`src/rtl/pipelined_adder_sub.sv`:
```
// Pipelined two's-complement adder/subtractor: one SEG-bit segment is added per stage,
// with the carry registered between stages and a single global stall enable.
module pipelined_adder_sub #(
    parameter int WIDTH = 32,
    parameter int SEG   = 8
) (
    input  logic             clk,
    input  logic             rst,
    input  logic             in_valid,
    output logic             in_ready,
    input  logic [WIDTH-1:0] a,
    input  logic [WIDTH-1:0] b,
    input  logic             cin,
    input  logic             sub,
    output logic             out_valid,
    input  logic             out_ready,
    output logic [WIDTH-1:0] sum,
    output logic             cout,
    output logic             ovf
);
    localparam int STAGES = WIDTH / SEG;

    logic                en;
    logic [WIDTH-1:0]    bx;
    logic                c0;
    logic [SEG:0]        seg_sum [STAGES];

    logic [STAGES-1:0]   vld_p;
    logic [STAGES-1:0]   c_p;
    logic [WIDTH-1:0]    a_p  [STAGES];
    logic [WIDTH-1:0]    bx_p [STAGES];
    logic [WIDTH-1:0]    s_p  [STAGES];

    // Signed overflow: operands agree in sign but the result does not.
    function automatic logic ovf_f(input logic sa, input logic sb, input logic sr);
        return (sa == sb) && (sr != sa);
    endfunction

    assign en       = !out_valid || out_ready;
    assign in_ready = en;

    always_comb begin
        bx         = sub ? ~b : b;
        c0         = sub | cin;
        seg_sum[0] = {1'b0, a[SEG-1:0]} + {1'b0, bx[SEG-1:0]} + {{SEG{1'b0}}, c0};
        for (int i = 1; i < STAGES; i++) begin
            seg_sum[i] = {1'b0, a_p[i-1][i*SEG +: SEG]}
                       + {1'b0, bx_p[i-1][i*SEG +: SEG]}
                       + {{SEG{1'b0}}, c_p[i-1]};
        end
    end

    always_ff @(posedge clk or posedge rst) begin
        if (rst) begin
            vld_p <= '0;
            c_p   <= '0;
            for (int i = 0; i < STAGES; i++) begin
                a_p[i]  <= '0;
                bx_p[i] <= '0;
                s_p[i]  <= '0;
            end
        end else if (en) begin
            // stage 0: capture operands and add segment 0
            vld_p[0]          <= in_valid;
            a_p[0]            <= a;
            bx_p[0]           <= bx;
            s_p[0]            <= '0;
            s_p[0][SEG-1:0]   <= seg_sum[0][SEG-1:0];
            c_p[0]            <= seg_sum[0][SEG];
            // stage i: forward lower segments, insert segment i
            for (int i = 1; i < STAGES; i++) begin
                vld_p[i]               <= vld_p[i-1];
                a_p[i]                 <= a_p[i-1];
                bx_p[i]                <= bx_p[i-1];
                s_p[i]                 <= s_p[i-1];
                s_p[i][i*SEG +: SEG]   <= seg_sum[i][SEG-1:0];
                c_p[i]                 <= seg_sum[i][SEG];
            end
        end
    end

    assign out_valid = vld_p[STAGES-1];
    assign sum       = s_p[STAGES-1];
    assign cout      = c_p[STAGES-1];
    assign ovf       = ovf_f(a_p[STAGES-1][WIDTH-1], bx_p[STAGES-1][WIDTH-1],
                             s_p[STAGES-1][WIDTH-1]);

endmodule

```
`config.mk`:
```
export PLATFORM = sky130hd
export DESIGN_NAME = pipelined_adder_sub
export DESIGN_NICKNAME = d
export VERILOG_FILES = /design/src/rtl/pipelined_adder_sub.sv
export SDC_FILE = /design/constraint.sdc
export NUM_CORES = 1
export LEC_CHECK = 0
export BUFFER_PORTS_ARGS = -buffer_cell sky130_fd_sc_hd__buf_2
export CAP_MARGIN = 20
export CORE_UTILIZATION = 50
export CTS_BUF_LIST = sky130_fd_sc_hd__clkbuf_4
export DETAILED_ROUTE_END_ITERATION = 10
export HOLD_SLACK_MARGIN = 0.12
export PLACE_DENSITY = 0.7
export SLEW_MARGIN = 25
export SYNTH_ARGS = -nofsm -noshare
export SYNTH_HDL_FRONTEND = slang
export SYNTH_SLANG_ARGS = --single-unit
```
`constraint.sdc`:
```
create_clock -name clk -period 7.7 [get_ports clk]
set_input_delay 1.925 -clock clk [delete_from_list [all_inputs] [get_ports clk]]
set_output_delay 1.925 -clock clk [all_outputs]
set_load 0.05 [all_outputs]
```
# [Yosys cells after proc, flatten, opt, wreduce, memory -nomap -nowiden]
# Index checks and enable logic that the tools add are counted.
[classes] muxes=1 n_div=0 n_eq_ne=2 magnitude_cmp=0 n_addsub=8 n_reduce_logical=3 shifts=0 bitwise_logic=2 mul=0
[op_table] operator="$add 8x8->9" n=4
[op_table] operator="$add 9x1->9" n=4
[op_table] operator="$mux 32" n=1
[op_table] operator="$not 32->32" n=1
[op_table] operator="$eq 1x1->1" n=1
[op_table] operator="$logic_and 1x1->1" n=1
[op_table] operator="$logic_not 1->1" n=1
[op_table] operator="$logic_or 1x1->1" n=1
[op_table] operator="$ne 1x1->1" n=1
[op_table] operator="$or 1x1->1" n=1
[totals] latch_bits=0 ram_bits=0 output_inout_bits=36 romBits=0 reg_bits=344 memories=0

# [Longest topological paths before layout]
# Gate-level depths: netlist of run 1.
[depth] depth_word=4 ltp_mapped=11 ltp_nobuf=9

# [Least setup slack after synthesis of run 1]
# OpenSTA, ideal clock, no wires.
[synth_timing] kind="input to output" from="in out_ready" to="out in_ready" n_path_buf=2 path_stages=4 path_slack_ns=2.974 arrival_ns=2.801 path_cell_list="nor2b_1 > buf_2 > inv_2 > clkbuf_1"
[synth_between] elab_chain_cells=1
[synth_rtl] item="start, declared" line_no="16" source="input logic out_ready,"
[synth_rtl] item="$logic_or 1x1->1" line_no="39" source="assign en = !out_valid || out_ready;"
[synth_rtl] item="end, declared" line_no="10" source="output logic in_ready,"
# No other way between the ends.

# [Final worst setup path of run 1]
# Ends and elaborated chain as after synthesis.

==> summary.md, run 1 <==
| Metric | Value |
|---|---|
| Hold buffer count at cts | `0` |
| Number of port buffers | `105` |
| Register area share after synthesis | `0.541` |
| RSZ-0062 raised after global routing | `false` |
| Drt wl/cell | `12.6 microns` |
| Post-synthesis net count | `1055` |
| CP max stage delay | `710 ps` |
| Post-CTS Setup Bufs | `0` |
| MaxCap Viol Count | `0` |
| Clk_skew | `20.7 ps` |
| Switching Share | `0.428` |
| Dpl hpwl | `10.4 mm` |
| Vias in the first global route | `5732` |
| Total Routing Usage GR | `0.194` |
| Slowest-stage cell, CP | `nor2b_4` |
| Share of cells above drive strength 1 | `0.149` |
| Tightest Pin Transition | `925 ps` |
| Critical Path AT | `3630 ps` |
| CTS root buf | `clkbuf_4` |
| Seq pwr share | `0.418` |
| Pint | `2.25 mW` |
| Global-route wire length before repair | `27.3 mm` |
| Post-synth ARST share | `1.00` |
| Status | `completed` |
| 1st-iter DRT viols | `357` |
| Final Hold Fails | `0` |
| Crit path top cell by count | `buf_2` |
| WL met3 | `445 microns` |
| Part of the cycle the worst path needs | `0.721` |
| EDFF count, synth | `0` |
| Final WL | `15.6 mm` |
| Min cycle time layout | `5550 ps` |
| Rows | `47` |
| RD Place Congestion | `0.815` |
| Post-route worst setup slack | `2150 ps` |
| Post-Syn Area | `0.00861 sq mm` |
| Die Wd | `133 microns` |
| Slew Limit Fails | `0` |
| Die area | `0.0178 sq mm` |
| Netlist cell types | `30` |
| Cts bufs inserted | `17` |
| CTS tree | `done` |
| Post-Syn Instances | `949` |
| Clock slew at reported path FFs | `140 ps` |
| Met2 routed WL | `7.08 mm` |
| Peak VDD IR | `0.222 mV` |
| Number of routed nets with antenna violations | `0` |
| Area grow syn2layout | `8.81%` |
| Crit-path max FO | `71` |
| Clock sink count | `186` |
| Drt pass-1 iters | `5` |
| CP Cell Sequence | `buf_2, nor2b_4, inv_4, buf_2` |
| Remaining global-route overflow | `0` |
| Psw | `1.69 mW` |
| PD cells | `421 mW/mm^2` |
| Initial antenna violation count | `1` |
| Synth warn | `0` |
| Syn_area_per_cell | `9.07 sq um` |
| Type of the worst min-delay path | `flip-flop to flip-flop` |
| Post-cts gate resize count | `0` |
| Dpl ws | `2130 ps` |
| Initial Utilization | `0.516` |
| Crit path required time | `5780 ps` |
| DRC errors left | `0` |
| Setup crit start kind | `input pin` |
| Relative max-transition margin | `0.382` |
| Pin count of the biggest net entering global routing | `122` |
| H-tree Lvls | `4` |
| Die Ht | `133 microns` |
| Pleak | `4.83 nW` |
| Top layer in use | `met4` |
| Predominant post-synthesis flop cell | `dfrtp_1` |
| Power share of the clock group | `0.150` |
| F_max | `180 MHz` |
| Most frequent cells in the layout | `nand2_1 (425), dfrtp_1 (186), buf_2 (105)` |
| Logic pwr share | `0.433` |
| Critical Path End Type | `primary output` |
| # nets final | `1107` |
| Most common cell after layout, fill and taps aside | `nand2_1` |
| Core area | `0.0167 sq mm` |
| I/O Pins | `106` |
| Clk Latency, worst-skew pair | `560 ps` |
| TNS Setup | `0 ps` |
| Final setup fails | `0` |
| Critical setup path kind | `input pin to primary output` |
| Wire length on met1 | `7.93 mm` |
| Clock Path Buffers | `2` |
| Synth Register Bits | `186` |
| Util after Layout | `0.561` |
| Routed vias | `5955` |
| Via-to-Cell Ratio | `4.82` |
[Yosys cell counts (4+ instances only)]
| master | n | area share |
|---|---|---|
| inv_1 | 14 | 0.0061 |
| nand2_1 | 425 | 0.19 |
| dfrtp_1 | 186 | 0.54 |
| xor2_1 | 20 | 0.020 |
| buf_4 | 32 | 0.028 |
| fa_1 | 8 | 0.019 |
| nor2_1 | 18 | 0.0078 |
| buf_1 | 8 | 0.0035 |
| nor3_1 | 7 | 0.0041 |
| clkbuf_1 | 20 | 0.0087 |
| o21ai_0 | 66 | 0.038 |
| a211oi_1 | 14 | 0.012 |
| a21oi_1 | 13 | 0.0076 |
| o21bai_1 | 4 | 0.0035 |
| xnor2_1 | 25 | 0.025 |
| or3_1 | 4 | 0.0029 |
| buf_2 | 17 | 0.0099 |
| a31oi_1 | 4 | 0.0029 |
| ha_1 | 28 | 0.041 |
| a21o_1 | 10 | 0.0087 |
| or2_2 | 4 | 0.0029 |
[path summary, 6_finish.rpt]
check | slack (ps) | from | cells after the start | to
max in group asynchronous | 4910 | rst | 3 | s_p[55]
max | 2150 | out_ready | 4 | in_ready
max reg2reg | 4790 | vld_p[3] | 6 | c_p[1]
min in group asynchronous | 1470 | rst | 2 | s_p[37]
min reg2reg | 470 | a_p[114] | 2 | a_p[82]
min | 470 | a_p[114] | 2 | a_p[82]
[power by group through the flow]
stage,Clock (mW),Combinational (mW),Sequential (mW)
2_1_floorplan,0,1.48,1.62
3_5_place_dp,0,1.72,1.67
4_1_cts,0.603,1.73,1.65
6_report,0.589,1.71,1.64
5_1_grt,0.643,1.94,1.70
3_3_place_gp,0,1.68,1.66
[layer usage]
metal,GRT usage,up-vias
met5,0,-
met4,0.0568,0
met3,0.0365,11
met2,0.297,87
met1,0.282,2751
li1,-,3106
[metrics by stage]
stage | total power [mW] | cell area [sq um] | std cells | hold slack (ps)
floorplan | 3.10 | 8610 | 949 | 430
global placement | 3.34 | 9040 | 1202 | 440
detailed placement | 3.39 | 9040 | 1202 | 450
CTS | 3.98 | 9360 | 1234 | 471
global route | 4.29 | 9370 | 1235 | 485
finish | 3.94 | 9370 | 1235 | 470
[cell families after synthesis]
| family | count (synthesis) | share of synthesized area |
|---|---|---|
| AND/OR/NAND/NOR | 465 | 0.211 |
| flip-flops | 186 | 0.541 |
| AO/OA/AOI/OAI | 125 | 0.0872 |
| buffers and inverters | 92 | 0.0565 |
| XOR/XNOR | 45 | 0.0458 |
| adder cells (fa/ha/maj) | 36 | 0.0593 |
[registers in the layout, summed over array words and instances (netlist names)]
name,count
vld_p,4
sum,32
c_p,4
bx_p,49
a_p,49
s_p,48
[worst max-delay path: cells and delay by family]
kind,cells,cell delay (ps)
simple gates,1,710
buf+inv,3,960
[cell type report]
class                   instances  area, sq um
inverters                      15         66.3
multi-input cells             671         3480
diodes                          1         2.50
fillers                      1569         7330
repair buffers                110          567
clock inverters                15          199
clock buffers                  17          128
well taps                     220          275
flip-flops and latches        186         4650
No activity file was read; power rests on OpenSTA's default activity.
==> inputs of run 2 (changes only) <==
Settings changed: ABC_AREA set to 1, PLACE_DENSITY 0.7 to 0.73.
Clock period 7.7 ns to 4.95 ns, I/O delays scaled along.
==> run 2 against run 1 <==
Power increased by 53%. Critical endpoint unchanged. Flip-flop and latch count did not move. Clock power increased by 32%. Core utilization decreased by 1.3 points. Largest cell class unchanged. Clock-buffer cell count rose by 2. Wire length increased by 2.6%. Via count grew 5.0%. Setup slack worse by 520 ps. Largest power group unchanged.
==> summary.md, run 2 <==
| Metric | Value |
|---|---|
| Via-to-Cell Ratio | `4.77 (was 4.82)` |
| Number of port buffers | `105 (unchanged)` |
| Met2 routed WL | `7.27 mm (was 7.08 mm)` |
| Crit-path max FO | `48 (was 71)` |
| Global-route wire length before repair | `27.2 mm (was 27.3 mm)` |
| Clk_skew | `14.6 ps (was 20.7 ps)` |
| Most area-consuming cells after synthesis | `dfrtp_1 (53%), nand2_1 (17%), o21ai_0 (5.4%), ha_1 (4.0%), inv_1 (3.2%) (was dfrtp_1 (54%), nand2_1 (19%), ha_1 (4.1%), o21ai_0 (3.8%), buf_4 (2.8%))` |
| Post-Syn Instances | `1017 (was 949)` |
| Type of the worst min-delay path | `flip-flop to flip-flop (unchanged)` |
| Critical Path End Type | `primary output (unchanged)` |
| Pleak | `4.98 nW (was 4.83 nW)` |
| Total Routing Usage GR | `0.189 (was 0.194)` |
| WL met3 | `705 microns (was 445 microns)` |
| Routed vias | `6254 (was 5955)` |
| Biggest regs | `a_p (49), bx_p (49), s_p (48) (unchanged)` |
| Netlist cell types | `26 (was 30)` |
| Number of routed nets with antenna violations | `0 (unchanged)` |
| Initial Utilization | `0.512 (was 0.516)` |
| Synth area leader | `dfrtp_1 (unchanged)` |
| Post-cts gate resize count | `0 (unchanged)` |
| Critical setup path kind | `input pin to primary output (unchanged)` |
| Commonest cells in the netlist | `nand2_1 (408), dfrtp_1 (186), o21ai_0 (95), inv_1 (75), buf_4 (37) (was nand2_1 (425), dfrtp_1 (186), o21ai_0 (66), buf_4 (32), ha_1 (28))` |
| Clock slew at reported path FFs | `140 ps (about the same)` |
| Synth warn | `0 (unchanged)` |
| RSZ-0062 raised after global routing | `false (unchanged)` |
| Relative max-transition margin | `0.381 (was 0.382)` |
| Drt wl/cell | `12.2 microns (was 12.6 microns)` |
| Predominant post-synthesis flop cell | `dfrtp_1 (unchanged)` |
| F_max | `302 MHz` |
| Final Hold Fails | `0 (unchanged)` |
| CTS tree | `done (unchanged)` |
| Core area | `0.0173 sq mm (was 0.0167 sq mm)` |
| Vias in the first global route | `6009 (was 5732)` |
| Final setup fails | `0 (unchanged)` |
| Drt pass-1 iters | `5 (unchanged)` |
| Wire length on met1 | `7.88 mm (was 7.93 mm)` |
| Die Wd | `135 microns (was 133 microns)` |
| Dpl hpwl | `10.3 mm (was 10.4 mm)` |
| # nets final | `1177 (was 1107)` |
| Most common cell after layout, fill and taps aside | `nand2_1 (unchanged)` |
| Critical Path AT | `2080 ps (was 3630 ps)` |
| I/O Pins | `106 (unchanged)` |
| Status | `completed (unchanged)` |
| Hold Slack | `478 ps (was 470 ps)` |
| Yosys top cell area share | `0.525 (was 0.541)` |
| PD cells | `634 mW/mm^2 (was 421 mW/mm^2)` |
| EDFF count, synth | `0 (unchanged)` |
| Syn_area_per_cell | `8.71 sq um (was 9.07 sq um)` |
| Area grow syn2layout | `7.11% (was 8.81%)` |
| Rows | `48 (was 47)` |
| Post-Syn Area | `0.00886 sq mm (was 0.00861 sq mm)` |
| Clock Path Buffers | `2 (unchanged)` |
| Clk Latency, worst-skew pair | `570 ps (was 560 ps)` |
| DRC errors left | `0 (unchanged)` |
| Share of cells above drive strength 1 | `0.139 (was 0.149)` |
| 1st-iter DRT viols | `345 (was 357)` |
| Most common cell in the synthesized netlist | `nand2_1 (unchanged)` |
| Hold buffer count at cts | `0 (unchanged)` |
| Setup crit start kind | `input pin (unchanged)` |
| TNS Setup | `0 ps (unchanged)` |
| Remaining global-route overflow | `0 (unchanged)` |
| CTS root buf | `clkbuf_4 (unchanged)` |
| Pin count of the biggest net entering global routing | `181 (was 122)` |
| RD Place Congestion | `0.766 (was 0.815)` |
| Most frequent cells in the layout | `nand2_1 (408), dfrtp_1 (186), buf_2 (105) (was nand2_1 (425), dfrtp_1 (186), buf_2 (105))` |
| DP Cell Count | `1276 (was 1202)` |
| Cts bufs inserted | `17 (unchanged)` |
| Die area | `0.0183 sq mm (was 0.0178 sq mm)` |
| Clock sink count | `186 (unchanged)` |
| Crit path required time | `3710 ps (was 5780 ps)` |
| Top layer in use | `met4 (unchanged)` |
| Die Ht | `135 microns (was 133 microns)` |
| Fin cells | `1310 (was 1235)` |
| Post-synth ARST share | `1.00 (unchanged)` |
| Post-synthesis net count | `1123 (was 1055)` |
| Initial antenna violation count | `2 (was 1)` |
| Slew Limit Fails | `0 (unchanged)` |
| Register area share after synthesis | `0.525 (was 0.541)` |
| MaxCap Viol Count | `0 (unchanged)` |
| Synth Register Bits | `186 (unchanged)` |
| Tightest Pin Transition | `928 ps (was 925 ps)` |
| Final WL | `16.0 mm (was 15.6 mm)` |
| Peak VDD IR | `0.320 mV (was 0.222 mV)` |
| Post-CTS Setup Bufs | `0 (unchanged)` |
| Part of the cycle the worst path needs | `0.670` |
| Min cycle time layout | `3320 ps` |
| H-tree Lvls | `4 (unchanged)` |
[run 2: kinds of logic after synthesis]
kind of cell | after synthesis | synth area share
and+or+nand+nor | 483 | 0.218
DFF | 186 | 0.525
buffers and inverters | 152 | 0.0921
AOI/OAI and AO/OA | 125 | 0.0722
adders and majority gates | 36 | 0.0576
xor gates and xnor gates | 35 | 0.0346
[run 2: stage by stage]
step	power, mW	utilization	setup slack [ps]	instance area (sq um)
3_3_place_gp	5.18	0.531	1440	9190
2_1_floorplan	4.88	-	1320	8860
3_5_place_dp	5.28	0.531	1410	9190
6_report	6.02	0.548	1630	9490
4_1_cts	6.07	0.546	1630	9450
5_1_grt	6.59	0.548	1560	9480
[run 2: cell type report]
type	count	area, sq um
Sequential cell	186	4650
Clock buffer	19	143
Tap cell	225	282
Inverter	76	292
Clock inverter	12	118
Timing Repair Buffer	111	607
Fill cell	1616	7810
Multi-Input combinational cell	679	3390
Antenna cell	2	5.00
[run 2: metal layers]
metal	GRT usage	vias up
li1	-	3259
met1	0.247	2877
met2	0.313	107
met3	0.0469	11
met4	0.0512	0
met5	0	-
[run 2: final timing paths]
check | depth (start not counted) | from | slack [ps] | end
worst min register to register | 2 | s_p[97] | 480 | s_p[65]
worst max register to register | 8 | c_p[0] | 2890 | c_p[1]
worst min-delay path | 2 | s_p[97] | 480 | s_p[65]
max in group asynchronous | 3 | rst | 3260 | bx_p[58]
min in group asynchronous | 2 | rst | 550 | sum[5]
worst max-delay path | 4 | out_ready | 1630 | in_ready
[run 2: critical path, stage by stage]
cell and delay (ps):
buf_2 100, nor2_4 40, inv_4 330, buf_2 350
[run 2: report_power, final]
group	total [mW]	switching [mW]	leakage, nW	internal [mW]
Sequential	2.53	0.340	2.25	2.19
Combinational	2.72	1.83	2.60	0.889
Clock	0.777	0.513	0.132	0.264
Total	6.02	2.68	4.98	3.34
